===== src/rtl/riscv_pkg.sv =====
// Shared constants for the data-memory port arbiter: FSM encoding, port ids
// and the data word returned on a timed-out read.
package riscv_pkg;

  localparam logic [1:0] IDLE    = 2'd0;
  localparam logic [1:0] ISSUE   = 2'd1;
  localparam logic [1:0] WAIT_RD = 2'd2;

  typedef enum logic [1:0] {
    S_IDLE    = IDLE,
    S_ISSUE   = ISSUE,
    S_WAIT_RD = WAIT_RD
  } arb_state_t;

  localparam logic PORT_CPU = 1'b0;
  localparam logic PORT_DBG = 1'b1;

  localparam logic [31:0] ERR_DATA_DEFAULT = 32'hDEAD_BEEF;

endpackage


===== src/rtl/rr_pick2.sv =====
// Combinational 2-way round-robin picker: a lone requester wins, and on a tie
// the port that did not own the previous transaction wins.
module rr_pick2
  import riscv_pkg::*;
(
  input  logic [1:0] req,
  input  logic       last_owner,
  output logic       valid,
  output logic       winner
);

  assign valid  = |req;
  assign winner = (&req) ? ~last_owner : req[PORT_DBG];

endmodule


===== src/rtl/mem_port_arbiter.sv =====
// Round-robin arbiter sharing one single-port data memory between the CPU port (0)
// and the loader/debug port (1); read timeout with error. ARB_PERF_CNT_EN adds counters.
module mem_port_arbiter
  import riscv_pkg::*;
#(
  parameter int            AW       = 32,
  parameter int            DW       = 32,
  parameter int            TIMEOUT  = 16,
  parameter logic [DW-1:0] ERR_DATA = DW'(ERR_DATA_DEFAULT)
) (
  input  logic          clk,
  input  logic          reset,
  input  logic          m0_req,
  input  logic          m0_we,
  input  logic [AW-1:0] m0_addr,
  input  logic [DW-1:0] m0_wdata,
  output logic          m0_gnt,
  output logic          m0_rvalid,
  output logic [DW-1:0] m0_rdata,
  input  logic          m1_req,
  input  logic          m1_we,
  input  logic [AW-1:0] m1_addr,
  input  logic [DW-1:0] m1_wdata,
  output logic          m1_gnt,
  output logic          m1_rvalid,
  output logic [DW-1:0] m1_rdata,
  output logic          mem_req,
  output logic          mem_we,
  output logic [AW-1:0] mem_addr,
  output logic [DW-1:0] mem_wdata,
  input  logic          mem_ack,
  input  logic          mem_rvalid,
  input  logic [DW-1:0] mem_rdata,
  output logic          owner,
  output logic          busy,
`ifdef ARB_PERF_CNT_EN
  output logic          err,
  output logic [31:0]   gnt_cnt0,
  output logic [31:0]   gnt_cnt1,
  output logic [15:0]   timeout_cnt
`else
  output logic          err
`endif
);

  localparam logic [7:0] CNT_LAST = 8'(TIMEOUT - 1);

  arb_state_t    r_state, w_next_state;
  logic          w_pick_valid, w_pick_winner;
  logic          r_last_owner, r_owner;
  logic          r_mem_req, r_mem_we;
  logic [AW-1:0] r_mem_addr;
  logic [DW-1:0] r_mem_wdata;
  logic [7:0]    r_cnt;
  logic [1:0]    r_rvalid;
  logic [DW-1:0] r_rdata0, r_rdata1;
  logic          r_err;
  logic          w_ack, w_rsp, w_tmo, w_done;
  logic [DW-1:0] w_rsp_data;

  rr_pick2 u_pick (
    .req       ({m1_req, m0_req}),
    .last_owner(r_last_owner),
    .valid     (w_pick_valid),
    .winner    (w_pick_winner)
  );

  always_ff @(posedge clk or negedge reset) begin
    if (!reset) r_state <= S_IDLE;
    else        r_state <= w_next_state;
  end

  always_comb begin
    w_next_state = r_state;
    w_ack        = 1'b0;
    w_rsp        = 1'b0;
    w_tmo        = 1'b0;
    case (r_state)
      S_IDLE: begin
        if (w_pick_valid) w_next_state = S_ISSUE;
      end
      S_ISSUE: begin
        w_ack = mem_ack;
        if (mem_ack) w_next_state = r_mem_we ? S_IDLE : S_WAIT_RD;
      end
      S_WAIT_RD: begin
        // mem_rvalid is only honoured here; a response on the last counted cycle still wins
        w_rsp = mem_rvalid;
        w_tmo = !mem_rvalid && (r_cnt == CNT_LAST);
        if (w_rsp || w_tmo) w_next_state = S_IDLE;
      end
      default: w_next_state = S_IDLE;
    endcase
  end

  assign w_done     = w_rsp | w_tmo;
  assign w_rsp_data = w_rsp ? mem_rdata : ERR_DATA;

  always_ff @(posedge clk or negedge reset) begin
    if (!reset) begin
      r_last_owner <= PORT_DBG;
      r_owner      <= PORT_CPU;
      r_mem_req    <= 1'b0;
      r_mem_we     <= 1'b0;
      r_mem_addr   <= '0;
      r_mem_wdata  <= '0;
      r_cnt        <= '0;
    end else begin
      if (r_state == S_IDLE && w_pick_valid) begin
        r_owner      <= w_pick_winner;
        r_last_owner <= w_pick_winner;
        r_mem_req    <= 1'b1;
        r_mem_we     <= w_pick_winner ? m1_we    : m0_we;
        r_mem_addr   <= w_pick_winner ? m1_addr  : m0_addr;
        r_mem_wdata  <= w_pick_winner ? m1_wdata : m0_wdata;
      end
      if (w_ack) r_mem_req <= 1'b0;
      if (r_state == S_WAIT_RD) r_cnt <= r_cnt + 8'd1;
      else                      r_cnt <= '0;
    end
  end

  // Response data is zero outside its pulse so the idle port never shows stale data.
  always_ff @(posedge clk or negedge reset) begin
    if (!reset) begin
      r_rvalid <= '0;
      r_rdata0 <= '0;
      r_rdata1 <= '0;
      r_err    <= 1'b0;
    end else begin
      r_rvalid[0] <= w_done && (r_owner == PORT_CPU);
      r_rvalid[1] <= w_done && (r_owner == PORT_DBG);
      r_rdata0    <= (w_done && r_owner == PORT_CPU) ? w_rsp_data : '0;
      r_rdata1    <= (w_done && r_owner == PORT_DBG) ? w_rsp_data : '0;
      r_err       <= w_tmo;
    end
  end

  assign m0_gnt    = w_ack && (r_owner == PORT_CPU);
  assign m1_gnt    = w_ack && (r_owner == PORT_DBG);
  assign m0_rvalid = r_rvalid[0];
  assign m1_rvalid = r_rvalid[1];
  assign m0_rdata  = r_rdata0;
  assign m1_rdata  = r_rdata1;
  assign mem_req   = r_mem_req;
  assign mem_we    = r_mem_we;
  assign mem_addr  = r_mem_addr;
  assign mem_wdata = r_mem_wdata;
  assign owner     = r_owner;
  assign busy      = (r_state != S_IDLE);
  assign err       = r_err;

`ifdef ARB_PERF_CNT_EN
  logic [31:0] r_gnt_cnt0, r_gnt_cnt1;
  logic [15:0] r_timeout_cnt;

  always_ff @(posedge clk or negedge reset) begin
    if (!reset) begin
      r_gnt_cnt0    <= '0;
      r_gnt_cnt1    <= '0;
      r_timeout_cnt <= '0;
    end else begin
      if (m0_gnt) r_gnt_cnt0 <= r_gnt_cnt0 + 32'd1;
      if (m1_gnt) r_gnt_cnt1 <= r_gnt_cnt1 + 32'd1;
      if (w_tmo && r_timeout_cnt != 16'hFFFF) r_timeout_cnt <= r_timeout_cnt + 16'd1;
    end
  end

  assign gnt_cnt0    = r_gnt_cnt0;
  assign gnt_cnt1    = r_gnt_cnt1;
  assign timeout_cnt = r_timeout_cnt;
`endif

endmodule


===== config.mk =====
export PLATFORM = sky130hd
export DESIGN_NAME = mem_port_arbiter
export DESIGN_NICKNAME = d
export VERILOG_FILES = /design/src/rtl/riscv_pkg.sv /design/src/rtl/rr_pick2.sv /design/src/rtl/mem_port_arbiter.sv
export SDC_FILE = /design/constraint.sdc
export NUM_CORES = 1
export LEC_CHECK = 0
export CAP_MARGIN = 20
export CORE_UTILIZATION = 43
export CTS_CLUSTER_SIZE = 28
export DETAILED_ROUTE_END_ITERATION = 10
export HOLD_SLACK_MARGIN = 0.12
export PLACE_DENSITY = 0.95
export SKIP_CTS_REPAIR_TIMING = 1
export SYNTH_ARGS = -nofsm -noshare
export SYNTH_HDL_FRONTEND = slang
export SYNTH_HIERARCHICAL = 1
export SYNTH_SLANG_ARGS = --single-unit

===== constraint.sdc =====
create_clock -name clk -period 2.4 [get_ports clk]
set_input_delay 0.48 -clock clk [delete_from_list [all_inputs] [get_ports clk]]
set_output_delay 0.48 -clock clk [all_outputs]
set_load 0.02 [all_outputs]

== Word level (Yosys, flattened, before mapping) ==
Index checks and enable logic that the tools add are counted.
Storage, ports and cells
  memories kept: 0
  memory bits (writable): 0
  register bits after elaboration: 145
  output and inout bits: 137
  memory bits (read-only): 0
  latch bits: 0
Cells by class
  multipliers: 0
  add/sub/neg operators: 1
  reduce and logical (&&, ||, !) cells: 14
  shifts and indexed selects: 0
  $lt $le $gt $ge: 0
  equality and inequality tests: 6
  bitwise operators: 3
  div/mod/pow operators: 0
  multiplexer cells: 18
Operators by type and width (count)
  32-bit two-way mux: 5
  8-bit by 1-bit adder with 8-bit output, second input constant: 1
  8-bit by 4-bit equality test with 1-bit output, second input constant: 1
  2-bit two-way mux: 4
  8-bit two-way mux: 1
  1-bit two-way mux: 7
  1-bit logical AND: 6
  2-bit inequality test, second input constant: 3
  2-bit case mux with 3 select lines: 1
  2-bit nonzero test: 2
  3-bit AND reduction: 1
  2-bit by 1-bit equality test with 1-bit output, second input constant: 1
  2-bit equality test, second input constant: 1
  2-bit zero test: 1
  1-bit NOT: 2
  2-bit AND reduction: 1
  2-bit OR reduction: 1
  1-bit zero test: 1
  1-bit logical OR: 1
  1-bit bitwise OR: 1

== Logic depth before layout (Yosys ltp) ==
  depth after elaboration: 6
  depth in mapped cells: 7

== By module ==
Netlist, hierarchy kept.
Modules (own cells, without submodules)
  mem_port_arbiter: instances 1, area each 5856.9 sq um, cells each 520
  rr_pick2: instances 1, area each 13.8 sq um, cells each 2

== Least setup slack after synthesis ==
No wires, ideal clock.
  path kind: in2reg
  start point: in m1_req
  end point: reg r_mem_addr[0] (netlist: mem_addr[0])
  cell stages on the path: 6
  arrival: 1.438 ns
  buffers on the path: 3
  slack: 0.837 ns
  cells stage by stage: a21boi_1 > clkbuf_1 > buf_4 > buf_2 > mux2i_1 > a21oi_1
Between the ends
  word-level cells in the longest chain between the ends: 3
Ends and longest elaborated chain
  from (decl): RTL line mem_port_arbiter.sv:20  | input logic m1_req,
  2-bit AND reduction: RTL line rr_pick2.sv:13  | assign winner = (&req) ? ~last_owner : req[PORT_DBG];
  1-bit two-way mux: RTL line rr_pick2.sv:13
  32-bit two-way mux: RTL line mem_port_arbiter.sv:114  | r_mem_addr <= w_pick_winner ? m1_addr : m0_addr;
  to (signal assigned): RTL line mem_port_arbiter.sv:114
  to (decl): RTL line mem_port_arbiter.sv:52  | logic [AW-1:0] r_mem_addr;
Parallel ways exist; a longest one is shown, timed or not.
A chain may end at the register's enable or synchronous reset.

== Final worst setup path ==
  start point: in mem_ack
  end point: out m0_gnt
Between the ends
  word-level cells in the longest chain between the ends: 2
Ends and longest elaborated chain
  from (decl): RTL line mem_port_arbiter.sv:31  | input logic mem_ack,
  1-bit two-way mux: RTL line mem_port_arbiter.sv:78  | case (r_state)
  1-bit logical AND: RTL line mem_port_arbiter.sv:139  | assign m0_gnt = w_ack && (r_owner == PORT_CPU);
  to (decl): RTL line mem_port_arbiter.sv:17  | output logic m0_gnt,
Every way passes these cells.

==> impl_metrics.tcl <==
set metrics [dict create \
    yosys.area_share.xor_xnor_pct 0.4476 \
    crit_path_top_delay_cell "clkdlybuf4s50_1" \
    vias 5031 \
    ios 305 \
    insertion_delay_ns 0.41 \
    clock-root-buffer "clkbuf_16" \
    remaining_drc_errors 0 \
    power_density_nw_per_um2 992.9 \
    grt_max_degree 55 \
    final_nets 994 \
    hold-worst-slack_ns 0.4802 \
    die_area_um2 14120 \
    io_buffers 304 \
    layout-drive-gt1-share_pct 8.722 \
    final.period_utilization_pct 96.91 \
    synth_top_cell_by_area "dfrtp_1" \
    ys_seq_area_share_pct 61.83 \
    syn_area_um2 5871 \
    critPathLaunchType "input pin" \
    cts_max_path_buffers 2 \
    ys_seq_elements 145 \
    status "complete, no violations" \
    cts_tree "yes" \
    rows 42 \
    max_stage_delay_ns 0.60 \
    cts_buffers 17 \
    skew_ns 0.006612 \
    max_cap_violations 0 \
    antenna_found_initial 0 \
    fin_area_um2 9786 \
    die_h_um 118.8 \
    critPathMaxFanout 4 \
    dieWidth_um 118.8 \
    p_leak_uw 0.004260 \
    synthTopCellsByCount "dfrtp_1, a21oi_1, nor2_1, mux2i_1, nand2_1" \
    cp.required_ns 1.92 \
    vias_per_cell 4.966 \
    antenna_cells 0 \
    yosysUniqueCellTypes 34 \
    crit_type "input pin to output pin" \
    synth_async_sr_flop_share_pct 100.0 \
    yosysMostFrequentCell "dfrtp_1" \
    gp_congestion 0.7994 \
    muxShareOfSynthArea_pct 11.25 \
    synth_edf_count 0 \
    fin_setup_tns_ns 0 \
    initial_utilization_pct 44.16 \
    hold_viol_final 0 \
    post-route-util_pct 73.60 \
    drt_iter0_drc 297 \
    grt_util_all_layers_pct 24.59 \
    synth_top_family_by_area "compound AO/OA/AOI/OAI gates" \
    hold_path_class "flip-flop to flip-flop" \
    first_pass_iters 4 \
    cp-end-kind "output pin" \
    crit_top_cell "clkdlybuf4s50_1" \
    ys.flop_type "dfrtp_1" \
    yosys_warnings 6 \
    postSynthAreaPerCell_um2 11.25 \
    syn_nets 691 \
    finalWirelength_um 16730 \
    ir_worst_vdd_v 0.0006546 \
    synth_area_leaders "dfrtp_1, mux2i_1, a21oi_1" \
    tightest_slew_ns 0.4795 \
    coreArea_um2 13300 \
    grt-ovfl-total 0 \
    netlist.area_leader.share_pct 61.38 \
    place_hpwl_um 12330 \
    drtAntennaViolNets 0 \
    wl_per_cell_um 16.52 \
    clock-sinks 145 \
    area_growth_syn_to_layout_pct 66.69 \
    grt_pass1_wl_um 26480 \
    rsz0062_at_grt "no" \
    synth_compound_area_share_pct 12.13 \
    drv_slew 0 \
    synthesis.instances 522 \
    period_needed_ns 2.326 \
    grt_pass1_vias 5257 \
    setup_viol_count_final 0 \
    slew_headroom_pct 67.91 \
    arrival_ns 1.85 \
    clkTransAtPathRegs_ns 0.06 \
    worstPathCellList "clkdlybuf4s50_1 -> nand3b_1 -> nor2_1 -> clkdlybuf4s50_1" \
    fmax_mhz 429.9 \
    placed_cell_area_um2 9205 \
    synthAdderAreaFrac_pct 0.2131 \
    h-tree-depth 4 \
    synthSimpleGateAreaFrac_pct 10.64 \
]
==> logic make-up after synthesis <==
logic type,after synthesis
adders and majority gates,1
and+or+nand+nor,140
AOI/OAI and AO/OA,125
muxes,66
xor gates and xnor gates,3
DFF,145
buffers and inverters,42
==> critical path: cells and delay by family <==
| kind | cells | cell delay, ns |
|---|---|---|
| buffers and inverters | 2 | 1.10 |
| AND/OR/NAND/NOR | 2 | 0.27 |
==> path summary, 6_finish.rpt <==
kind,startpoint,endpoint,slack [ns],depth (start not counted)
setup / recovery,mem_ack,m0_gnt,0.07,4
hold / removal,mem_req,mem_req,0.48,1
setup reg to reg,r_cnt[0],m0_rdata[1],0.76,5
hold reg to reg,mem_req,mem_req,0.48,1
max in group asynchronous,reset,r_last_owner,1.11,3
min in group asynchronous,reset,m1_rdata[13],0.58,2
==> metal layers <==
layer	share of wire, %	wire length [um]	vias up	global-route usage [%]
met3	6.6	1107	29	7.902
li1	-	-	2387	-
met5	0	0	-	0
met4	2.5	420	0	9.415
met1	37	6240	2423	27.34
met2	54	8965	192	43.64
==> state kept, by name (all words and copies together) (netlist names) <==
register / flops
mem_we: 1
r_cnt: 8
mem_wdata: 32
mem_addr: 32
r_state: 2
r_rvalid: 2
m1_rdata: 32
m0_rdata: 32
err: 1
r_last_owner: 1
owner: 1
mem_req: 1
==> cell usage in the layout, fill, tap and decap left out, types with 17 or more instances in the layout <==
cell,n
clkbuf_16,17
nand2_1,31
a21oi_2,20
nor2_1,76
and3_1,17
mux2i_1,66
a21oi_1,96
dfrtp_1,144
clkdlybuf4s50_1,302
==> report_power, final <==
| group | switching (uW) | internal [uW] |
|---|---|---|
| Clock | 971 | 1530 |
| Combinational | 1980 | 1830 |
| Sequential | 350 | 3060 |
==> stage by stage <==
step	total power, uW	setup slack [ns]	std cells
final	9716	0.07408	1013
after CTS	9792	0.04954	1012
after global routing	10220	0.01213	1013
after detailed placement	7271	0.05619	981
after global placement	7140	0.1119	981
after floorplan	5244	0.8366	522
==> layout make-up <==
| cell class | count | area, um2 |
|---|---|---|
| tap | 176 | 220.2 |
| fill | 871 | 3510 |
| multi-input combinational | 335 | 2052 |
| clock buffer | 23 | 488.0 |
| sequential | 145 | 3630 |
| timing repair buffer | 323 | 3304 |
| clock inverter | 8 | 80.08 |
| inverter | 3 | 11.26 |
Note: power is estimated with default switching activity, not from simulation.
==> RTL edit (same flow settings) <==
Put one more register stage on the output `err`, without a reset. The value now appears one clock later. The other outputs are not delayed to match.
--- a/src/rtl/mem_port_arbiter.sv
+++ b/src/rtl/mem_port_arbiter.sv
@@ -148,7 +148,9 @@
   assign mem_wdata = r_mem_wdata;
   assign owner     = r_owner;
   assign busy      = (r_state != S_IDLE);
-  assign err       = r_err;
+  always_ff @(posedge clk) begin
+    err <= r_err;
+  end
 
 `ifdef ARB_PERF_CNT_EN
   logic [31:0] r_gnt_cnt0, r_gnt_cnt1;
Behaviour: no difference found for any inputs over 4 cycles, from zero or initial values and one cycle with reset low; that may be too few to reach the edited logic, so the function may still have changed.
==> RTL edit against the original RTL <==
Sequential cell count grew 1. Synthesized area increased by 0.34%. Core utilization is 0.075 points lower. Global-route usage increased by 0.35 points. Die area is 0.34% higher. Cell area fell by 0.10%. Cell count shrank 0.30%. Maximum frequency increased by 6.4%. Worst setup slack improved by 0.14 ns. Count of clock-buffer cells in the layout fell by 3. Wire length rose by 3.0%. Power increased by 1.4%. Synthesized cell count rose by 0.19%.
==> RTL edit: results (changes against the original RTL) <==
finalWirelength_microns: 17200  # +3.0%
ys_seq_area_frac: 0.620  # +0.00130
cp_slowest_stage_delay_ns: 0.53  # -0.07 ns
synth-xor-area-share: 0.00446  # -0.0000152
cp-startpoint: "r_state[1]$_DFFE_PN0P_"
whs_ns: 0.344  # -0.136 ns
drt_iter0_markers: 223  # -25%
wl_met2_microns: 9140  # +1.9%
synth_area_leaders: "dfrtp_1, mux2i_1, a21oi_1"
skew_ns: 0.0114  # +0.00478 ns
leakagePower_nw: 4.27  # +0.20%
synth_mux_area_frac: 0.112  # -0.000382
drive_above_1_share: 0.0839  # -0.00328
cp_top_family: "buffers and inverters"
grt_first_pass_wirelength_microns: 26700  # +0.76%
dp_hpwl_microns: 12400  # +0.31%
clockRootBuffer: "clkbuf_16"
tightest_slew_ns: 0.516  # +0.0361 ns
holdPathEnd: "err$_DFF_P_"
synth.distinct_cells: 35  # +2.9%
min_from: "r_err$_DFF_PN0_"
reg2reg_slack_ns: 0.72  # -0.04 ns
gp_congestion: 0.794  # -0.71%
dp.cells: 977  # -0.41%
grt_pass1_vias: 5180  # -1.5%
via_count: 5065  # +0.68%
met3_wirelength_microns: 966  # -13%
grtUsageTotal: 0.249  # +0.00345
vias_per_cell: 5.01  # +0.97%
synth_nets: 692  # +0.14%
reg2reg_to: "m0_rdata[15]$_DFF_PN0_"
synthCells: 523  # +0.19%
place_area_sq_mm: 0.00915  # -0.60%
crit_arrival_ns: 1.71  # -0.14 ns
synth-adder-area-share: 0.00212  # -0.00000724
cpMaxStageDelayCell: "clkdlybuf4s50_1"
hold_depth: 0  # -1
status: "completed"
async_flop_share: 0.993  # -0.00685
fin_ws_ns: 0.215  # +0.141 ns
wl_met1_microns: 6530  # +4.7%
critPathCapture: "busy"
path_max_fanout: 6  # +2
[RTL edit: logic make-up after synthesis]
logic type / count (synthesis)
xor gates and xnor gates: 3
AOI/OAI and AO/OA: 125
buffers and inverters: 42
muxes: 66
DFF: 146
adders and majority gates: 1
and+or+nand+nor: 140
[RTL edit: final cells by class]
class / instances / area, sq um
clock buffer: 20 / 457
clock inverter: 12 / 154
fill: 897 / 3520
inverter: 3 / 11.3
multi-input combinational: 335 / 2050
sequential: 146 / 3650
tap: 176 / 220
timing repair buffer: 318 / 3230
[RTL edit: layer usage]
layer  track usage  vias up
met5             0        -
met4         0.128        0
met3        0.0666       43
met2         0.431      192
met1         0.283     2447
li1              -     2383
[RTL edit: power by group]
part / internal [W] / total (W) / switching, W
combinational: 0.00174 / 0.00371 / 0.00197
sequential: 0.00307 / 0.00343 / 0.000357
clock: 0.00169 / 0.00271 / 0.00101
total: 0.00651 / 0.00985 / 0.00334
